--- src/rtl/dds_pkg.sv ---
// Shared constants for the DDS waveform select/distribute paths.
package dds_pkg;

  localparam int unsigned NUM_CH = 4;
  localparam int unsigned SEL_W  = 2;
  localparam int unsigned OVR_W  = 8;

  // Channel indices, identical to the forward waveform mux select encoding.
  localparam logic [SEL_W-1:0] CH_SINE   = 2'd0;
  localparam logic [SEL_W-1:0] CH_SQUARE = 2'd1;
  localparam logic [SEL_W-1:0] CH_TRI    = 2'd2;
  localparam logic [SEL_W-1:0] CH_SAW    = 2'd3;

endpackage

--- src/rtl/demux_chan_reg.sv ---
// One output channel slice: holding register, full flag and handshake.
// Data holds its last value after consumption; it changes only on load.
module demux_chan_reg #(
  parameter int unsigned W = 12
) (
  input  logic         clk,
  input  logic         rst_n,
  input  logic         load_i,
  input  logic         ready_i,
  input  logic [W-1:0] data_i,
  output logic [W-1:0] data_o,
  output logic         full_o,
  output logic         acc_o
);

  logic [W-1:0] data_q, data_d;
  logic         full_q, full_d;

  // Next-state: consume clears full, a same-cycle load keeps it set.
  always_comb begin
    data_d = data_q;
    full_d = full_q;
    if (full_q && ready_i) full_d = 1'b0;
    if (load_i) begin
      data_d = data_i;
      full_d = 1'b1;
    end
  end

  // Channel state registers with synchronous active-low reset.
  always_ff @(posedge clk) begin
    if (!rst_n) begin
      data_q <= '0;
      full_q <= 1'b0;
    end else begin
      data_q <= data_d;
      full_q <= full_d;
    end
  end

  // Empty, or full and being drained this cycle (pass-through refill).
  assign acc_o  = !full_q || ready_i;
  assign data_o = data_q;
  assign full_o = full_q;

endmodule

--- src/rtl/demux_4_stream.sv ---
// Steers one sample stream to four registered valid/ready channels,
// with optional all-or-nothing broadcast and a saturating overrun counter.
// in_ready depends combinationally on out_ready, never on in_valid.
module demux_4_stream
  import dds_pkg::*;
#(
  parameter int unsigned m = 12
) (
  input  logic              clk,
  input  logic              rst_n,
  input  logic [m-1:0]      in_data,
  input  logic [SEL_W-1:0]  in_sel,
  input  logic              in_bcast,
  input  logic              in_valid,
  output logic              in_ready,
  output logic [m-1:0]      out_data0,
  output logic [m-1:0]      out_data1,
  output logic [m-1:0]      out_data2,
  output logic [m-1:0]      out_data3,
  output logic [NUM_CH-1:0] out_valid,
  input  logic [NUM_CH-1:0] out_ready,
  output logic [OVR_W-1:0]  overrun_cnt
);

  logic [NUM_CH-1:0] acc;
  logic [NUM_CH-1:0] load;
  logic [NUM_CH-1:0] full;
  logic [m-1:0]      chan_data [NUM_CH];
  logic [OVR_W-1:0]  ovr_q, ovr_d;

  for (genvar k = 0; k < NUM_CH; k++) begin : g_chan
    demux_chan_reg #(.W(m)) u_chan (
      .clk    (clk),
      .rst_n  (rst_n),
      .load_i (load[k]),
      .ready_i(out_ready[k]),
      .data_i (in_data),
      .data_o (chan_data[k]),
      .full_o (full[k]),
      .acc_o  (acc[k])
    );
  end

  // Accept decode: selected channel, or every channel when broadcasting.
  always_comb begin
    in_ready = 1'b0;
    if (rst_n) in_ready = in_bcast ? (&acc) : acc[in_sel];
  end

  // Load-enable fan-out to the selected channel(s) on a transfer.
  always_comb begin
    load = '0;
    for (int unsigned k = 0; k < NUM_CH; k++) begin
      load[k] = in_valid && in_ready && (in_bcast || (in_sel == SEL_W'(k)));
    end
  end

  // Overrun counter next-state, saturating at all-ones.
  always_comb begin
    ovr_d = ovr_q;
    if (in_valid && !in_ready && (ovr_q != '1)) ovr_d = ovr_q + OVR_W'(1);
  end

  // Overrun counter register, cleared only by reset.
  always_ff @(posedge clk) begin
    if (!rst_n) ovr_q <= '0;
    else        ovr_q <= ovr_d;
  end

  assign out_data0   = chan_data[0];
  assign out_data1   = chan_data[1];
  assign out_data2   = chan_data[2];
  assign out_data3   = chan_data[3];
  assign out_valid   = full;
  assign overrun_cnt = ovr_q;

endmodule

--- config.mk ---
export PLATFORM = sky130hd
export DESIGN_NAME = demux_4_stream
export DESIGN_NICKNAME = d
export VERILOG_FILES = /design/src/rtl/dds_pkg.sv /design/src/rtl/demux_chan_reg.sv /design/src/rtl/demux_4_stream.sv
export SDC_FILE = /design/constraint.sdc
export NUM_CORES = 1
export LEC_CHECK = 0
export CAP_MARGIN = 10
export CELL_PAD_IN_SITES_DETAIL_PLACEMENT = 2
export CELL_PAD_IN_SITES_GLOBAL_PLACEMENT = 2
export CORE_AREA = 5 5 108 110
export DETAILED_ROUTE_END_ITERATION = 10
export DIE_AREA = 0 0 113 115
export GPL_TIMING_DRIVEN = 0
export PLACE_DENSITY_LB_ADDON = 0.05
export SYNTH_ARGS = -nofsm -noshare
export SYNTH_HDL_FRONTEND = slang
export SYNTH_SLANG_ARGS = --single-unit
--- constraint.sdc ---
create_clock -name clk -period 1.5 [get_ports clk]
set_input_delay 0.3 -clock clk [delete_from_list [all_inputs] [get_ports clk]]
set_output_delay 0.3 -clock clk [all_outputs]
set_load 0.05 [all_outputs]
==> results of run 1 <==
## power by group
group	switching (mW)	internal, mW	total (mW)
Clock	0.698	1.00	1.70
Sequential	0.0611	1.69	1.75
Combinational	0.711	0.416	1.13
Total	1.47	3.11	4.58
## critical path, cell delays in order (launching register included)
cell and delay, ns:
dfxtp_2 0.32, nor2b_4 0.12, a22o_4 0.28, nor2_4 0.12, buf_6 0.17
## worst max path at each step
stage / end / start
2_1_floorplan: overrun_cnt[0] / overrun_cnt[0]
3_3_place_gp: in_ready / in_bcast
3_5_place_dp: in_ready / in_sel[1]
4_1_cts: in_ready / g_chan[0].u_chan.full_o
5_1_grt: in_ready / g_chan[0].u_chan.full_o
6_report: in_ready / g_chan[0].u_chan.full_o
## flip-flops by register name, summed over array words and instances (netlist names)
signal / count
g_chan.u_chan.data_o: 48
g_chan.u_chan.full_o: 4
overrun_cnt: 8
## routing by layer
metal	part of all wire (%)	track usage [%]
met2	50	29.1
met4	1.7	6.09
met5	0	0
met3	4.6	4.00
met1	44	20.6
## logic make-up after synthesis
family | count (synthesis) | share of synthesized area, %
AO/OA/AOI/OAI | 64 | 15.8
XOR/XNOR | 3 | 1.10
adder cells (fa/ha/maj) | 1 | 0.523
buffers and inverters | 20 | 5.02
flip-flops | 60 | 50.2
multiplexers | 4 | 1.67
AND/OR/NAND/NOR | 134 | 25.6
## metrics by stage
stage	total power [mW]	hold slack, ns	setup slack [ns]	util, %
global route	4.76	0.467	-0.204	42.3
CTS	4.59	0.455	-0.176	40.9
floorplan	2.33	0.409	0.0216	-
global placement	2.69	0.441	-1.15	32.4
detailed placement	2.71	0.449	-1.15	32.4
finish	4.58	0.452	-0.140	42.3
## cell usage after synthesis (all sizes together), types with 2 or more instances
master / count
nand2: 107
dfxtp: 60
o21ai: 52
buf: 12
clkbuf: 7
nand3: 5
nor2b: 5
nor3: 5
and2: 4
mux2i: 4
nand2b: 4
o21a: 4
xor2: 3
a21o: 2
and3: 2
## repair_timing
item / in CTS / in global routing
gates cloned: 8 / 0
resized for setup: 309 / 75
endpoints found under the setup margin: 121 / 66
setup buffers: 27 / 10
pin swaps: 16 / 20
## final cells by class
| cell class | instances | area share [%] |
|---|---|---|
| Sequential cell | 60 | 27.4 |
| Clock buffer | 13 | 4.24 |
| Inverter | 1 | 0.0837 |
| Tap cell | 140 | 3.91 |
| Clock inverter | 2 | 0.865 |
| Timing Repair Buffer | 119 | 29.1 |
| Buffer | 18 | 3.94 |
| Multi-Input combinational cell | 206 | 30.6 |
==> flow_summary.toml, run 1 <==
[placed_design]
gp_congestion = 0.725
port_buffers = 82
placed_cells = 508
dpl.hpwl_um = 6650
post_dp_cell_area_um2 = 3430

[final_layout]
layout_common_cells = "nand2_1 (78), clkdlybuf4s15_2 (56), dfxtp_1 (48), o21ai_1 (34), nand2_2 (23)"
final_cells = 559
area_growth_pct = 87.4
nFillCells = 1135
layout_commonest_cell = "nand2_1"
register_area_um2 = 1230
layout-drive-gt1-share_pct = 50.4
layout.nets = 438
antenna_cells = 0
multi_input_area_um2 = 1370
design_area_um2 = 4480

[die]
rows = 38
die_h_um = 115
top_level_ports = 83
initial_core_util_pct = 22.6
dieArea_um2 = 13000
fp.dieW_um = 113
core_area_um2 = 10600

[detailed_routing]
routed_wl_um = 10700
drtIter0Drc = 47
wl_per_cell_um = 19.1
dr.pass1.iters = 4
via_count = 2494
drc = 0
ant_nets = 0
vias_per_cell = 4.46

[global_route]
grt_pass1_wl_um = 16400
grt_remaining_overflow = 0
grt_max_degree = 11
antenna_found_initial = 0
track_usage_pct = 16.9
first_global_vias = 2840

[clock_network]
clock_tree.root_cell = "clkbuf_8"
cts_tree = "yes"
numCtsBuffers = 9
clkTransAtPathRegs_ns = 0.07
holdBufCountCts = 0
clock_sinks = 60
insertion_delay_ns = 0.34
clock_path_buffers = 2
htreeDepth = 3

[run_status]
violations = "negative setup slack"
status = "complete, but fails checks"

[sta]
setup_slack_ns = -0.140
finClkSkew_ns = 0.00750
grt_setup_unrepaired = "yes"
tns_ns = -1.16
finalHoldViolCount = 0
setup_viol = 27
relSlewSlack_pct = 59.1
fin_crit_ns = 1.64
drv_slew = 0
fmax_mhz = 610
tightestPinTransition_ns = 0.613
finalCritPeriodShare_pct = 109

[setup_path]
worstReg2RegStart = "g_chan[0].u_chan.full_o"
worstSetupStartpointType = "register"
worstPathArrival_ns = 1.34
cp.required_ns = 1.20
cp-end-kind = "output pin"
r2r_cells = 9
r2r_end = "g_chan[1].u_chan.data_o[1]"
crit_type = "reg2out"
r2r_slack_ns = -0.09
crit_path_max_fanout = 5

[hold_path]
worstHoldStart = "g_chan[0].u_chan.data_o[10]"
whs_endpoint = "g_chan[0].u_chan.data_o[10]"
hold_path.class = "reg2reg"
whs_path_depth = 2

[synth]
synthTopCellsByArea = "dfxtp_1 (50%), nand2_1 (17%), o21ai_0 (10%)"
avgSynthCellArea_um2 = 8.36
synthArstFlopShare_pct = 0
yosysTopAreaCell = "dfxtp_1"
ys_types = 30
synth_top_area_share_pct = 50.2
syn_inst = 286
synth_nets = 309
synth_ff_type = "dfxtp_1"
synth_edf_count = 0
ys_warn_count = 0
synth-seq-cells = 60
synth_seq_area_share_pct = 50.2
netlist_area_um2 = 2390

[run]
maxCapViolCount = 0

[power_and_ir_drop]
ir_worst_vdd_v = 0.000372
power_leakage_nw = 1.76
powerDensity_nw_per_um2 = 1020
Power figures use the tool's default switching activity.
==> run 2: changes to the inputs <==
Settings changed: RECOVER_POWER from default to 100, SETUP_SLACK_MARGIN from default to 0.4.
==> flow_summary.toml, run 2 (synthesized netlist as in run 1, its figures left out) <==
[power_and_ir_drop]
ir_worst_vdd_v = 0.000400
power_mw = 4.61
powerDensity_nw_per_um2 = 996
power_leakage_nw = 1.94

[setup_path]
r2r_slack_ns = -0.24
r2r_end = "g_chan[3].u_chan.data_o[2]"
critPathMaxStageDelay_ns = 0.34
cp.required_ns = 1.76
crit_path_max_fanout = 5
worstPathArrival_ns = 2.00
crit_type = "reg2reg"
r2r_cells = 9
path_cells = "nor2b_4 > a22o_4 > buf_6 > buf_6 > nor3_4 > buf_6 > buf_8 > nand2_2 > o21ai_1"
cp-end-kind = "register"
critPathSlowestCell = "dfxtp_2"
worstReg2RegStart = "g_chan[1].u_chan.full_o"
cpMostUsedCell = "buf_6"
worstSetupStartpointType = "register"

[detailed_routing]
vias_per_cell = 4.43
drc = 0
via_count = 2565
routed_wl_um = 11100
ant_nets = 0
wl_per_cell_um = 19.2
drtIter0Drc = 67
dr.pass1.iters = 4

[die]
top_level_ports = 83
dieArea_um2 = 13000
core_area_um2 = 10600
initial_core_util_pct = 22.6
die_h_um = 115
fp.dieW_um = 113
rows = 38

[global_route]
grt_remaining_overflow = 0
first_global_vias = 2806
grt_max_degree = 11
antenna_found_initial = 0
grt_pass1_wl_um = 16400
track_usage_pct = 16.6

[sta]
setup_viol = 58
finClkSkew_ns = 0.0179
whs_ns = 0.445
fin_crit_ns = 1.74
grt_setup_unrepaired = "yes"
tightestPinTransition_ns = 0.457
finalCritPeriodShare_pct = 116
finalHoldViolCount = 0
setup_slack_ns = -0.242
relSlewSlack_pct = 69.6
fmax_mhz = 574
drv_slew = 0

[clock_network]
insertion_delay_ns = 0.35
holdBufCountCts = 0
cts_tree = "yes"
clock_tree.root_cell = "clkbuf_8"
htreeDepth = 3
clkTransAtPathRegs_ns = 0.08
clock_sinks = 60
numCtsBuffers = 9
clock_path_buffers = 2

[run_status]
violations = "negative setup slack"
status = "complete, but fails checks"

[final_layout]
register_area_um2 = 1300
layout_commonest_cell = "nand2_1"
antenna_cells = 0
nFillCells = 1151
postLayoutCoreUtil_pct = 43.6
area_growth_pct = 93.3
layout_common_cells = "nand2_1 (70), dfxtp_2 (51), clkbuf_2 (41), o21ai_1 (40), nand2_2 (36)"
design_area_um2 = 4620
layout-drive-gt1-share_pct = 65.1
largest_reg_flops = 48
layout.nets = 458
multi_input_area_um2 = 1360
final_cells = 579

[placed_design]
post_dp_cell_area_um2 = 3530
dpl.hpwl_um = 6600
placed_cells = 508
port_buffers = 82
gp_congestion = 0.729

[hold_path]
worstHoldStart = "out_ready[3]"
whs_path_depth = 3
hold_path.class = "in2reg"
whs_endpoint = "g_chan[3].u_chan.full_o"

[run]
maxCapViolCount = 0
## run 2: area by class of cell
cell class | instances | share of cell area, %
plain buffers | 19 | 4.52
clock buffers | 14 | 4.65
clock inverters | 1 | 0.189
inverters | 1 | 0.0812
multi-input cells | 206 | 29.4
flip-flops and latches | 60 | 28.1
well taps | 140 | 3.79
repair buffers | 138 | 29.2
## run 2: through the flow
step | setup TNS (ns) | worst slack, ns
2_1_floorplan | 0 | 0.0506
3_3_place_gp | -42.63 | -1.18
3_5_place_dp | -44.54 | -1.19
4_1_cts | -4.78 | -0.171
5_1_grt | -11.81 | -0.302
6_report | -8.22 | -0.242
## run 2: worst max-delay path, delay by kind of cell (launching register included)
family	cells	cell delay, ns
buffers and inverters	4	0.51
flip-flops	1	0.34
AND/OR/NAND/NOR	3	0.44
AO/OA/AOI/OAI	2	0.36
## run 2: what timing repair did
| action | in CTS | in global routing |
|---|---|---|
| cloned | 6 | 2 |
| pin swaps | 20 | 11 |
| buffers inserted | 34 | 14 |
| gates resized for setup | 634 | 55 |
| endpoints found under the setup margin | 121 | 121 |
## run 2: how the worst max path moves through the flow
| stage | startpoint | to | slack, ns | depth (start not counted) |
|---|---|---|---|---|
| finish | g_chan[1].u_chan.full_o | g_chan[3].u_chan.data_o[2] | -0.24 | 9 |
| detailed placement | in_sel[1] | in_ready | -1.19 | 6 |
| floorplan | overrun_cnt[1] | overrun_cnt[7] | 0.05 | 6 |
| global route | g_chan[1].u_chan.full_o | g_chan[1].u_chan.data_o[3] | -0.30 | 9 |
| CTS | g_chan[0].u_chan.full_o | in_ready | -0.17 | 4 |
| global placement | in_sel[1] | in_ready | -1.18 | 6 |
## run 2: layer usage
metal,vias up,part of all wire [%],GRT usage (%)
met4,0,0.99,3.85
met1,1268,43,20.0
met5,-,0,0
met3,12,3.6,4.32
met2,51,52,29.6
li1,1234,-,-
## run 2: where the power goes
part / leakage, nW / switching, mW / internal, mW / total (mW)
Clock: 0.115 / 0.706 / 0.933 / 1.64
Combinational: 1.31 / 0.728 / 0.471 / 1.20
Sequential: 0.519 / 0.0681 / 1.70 / 1.77
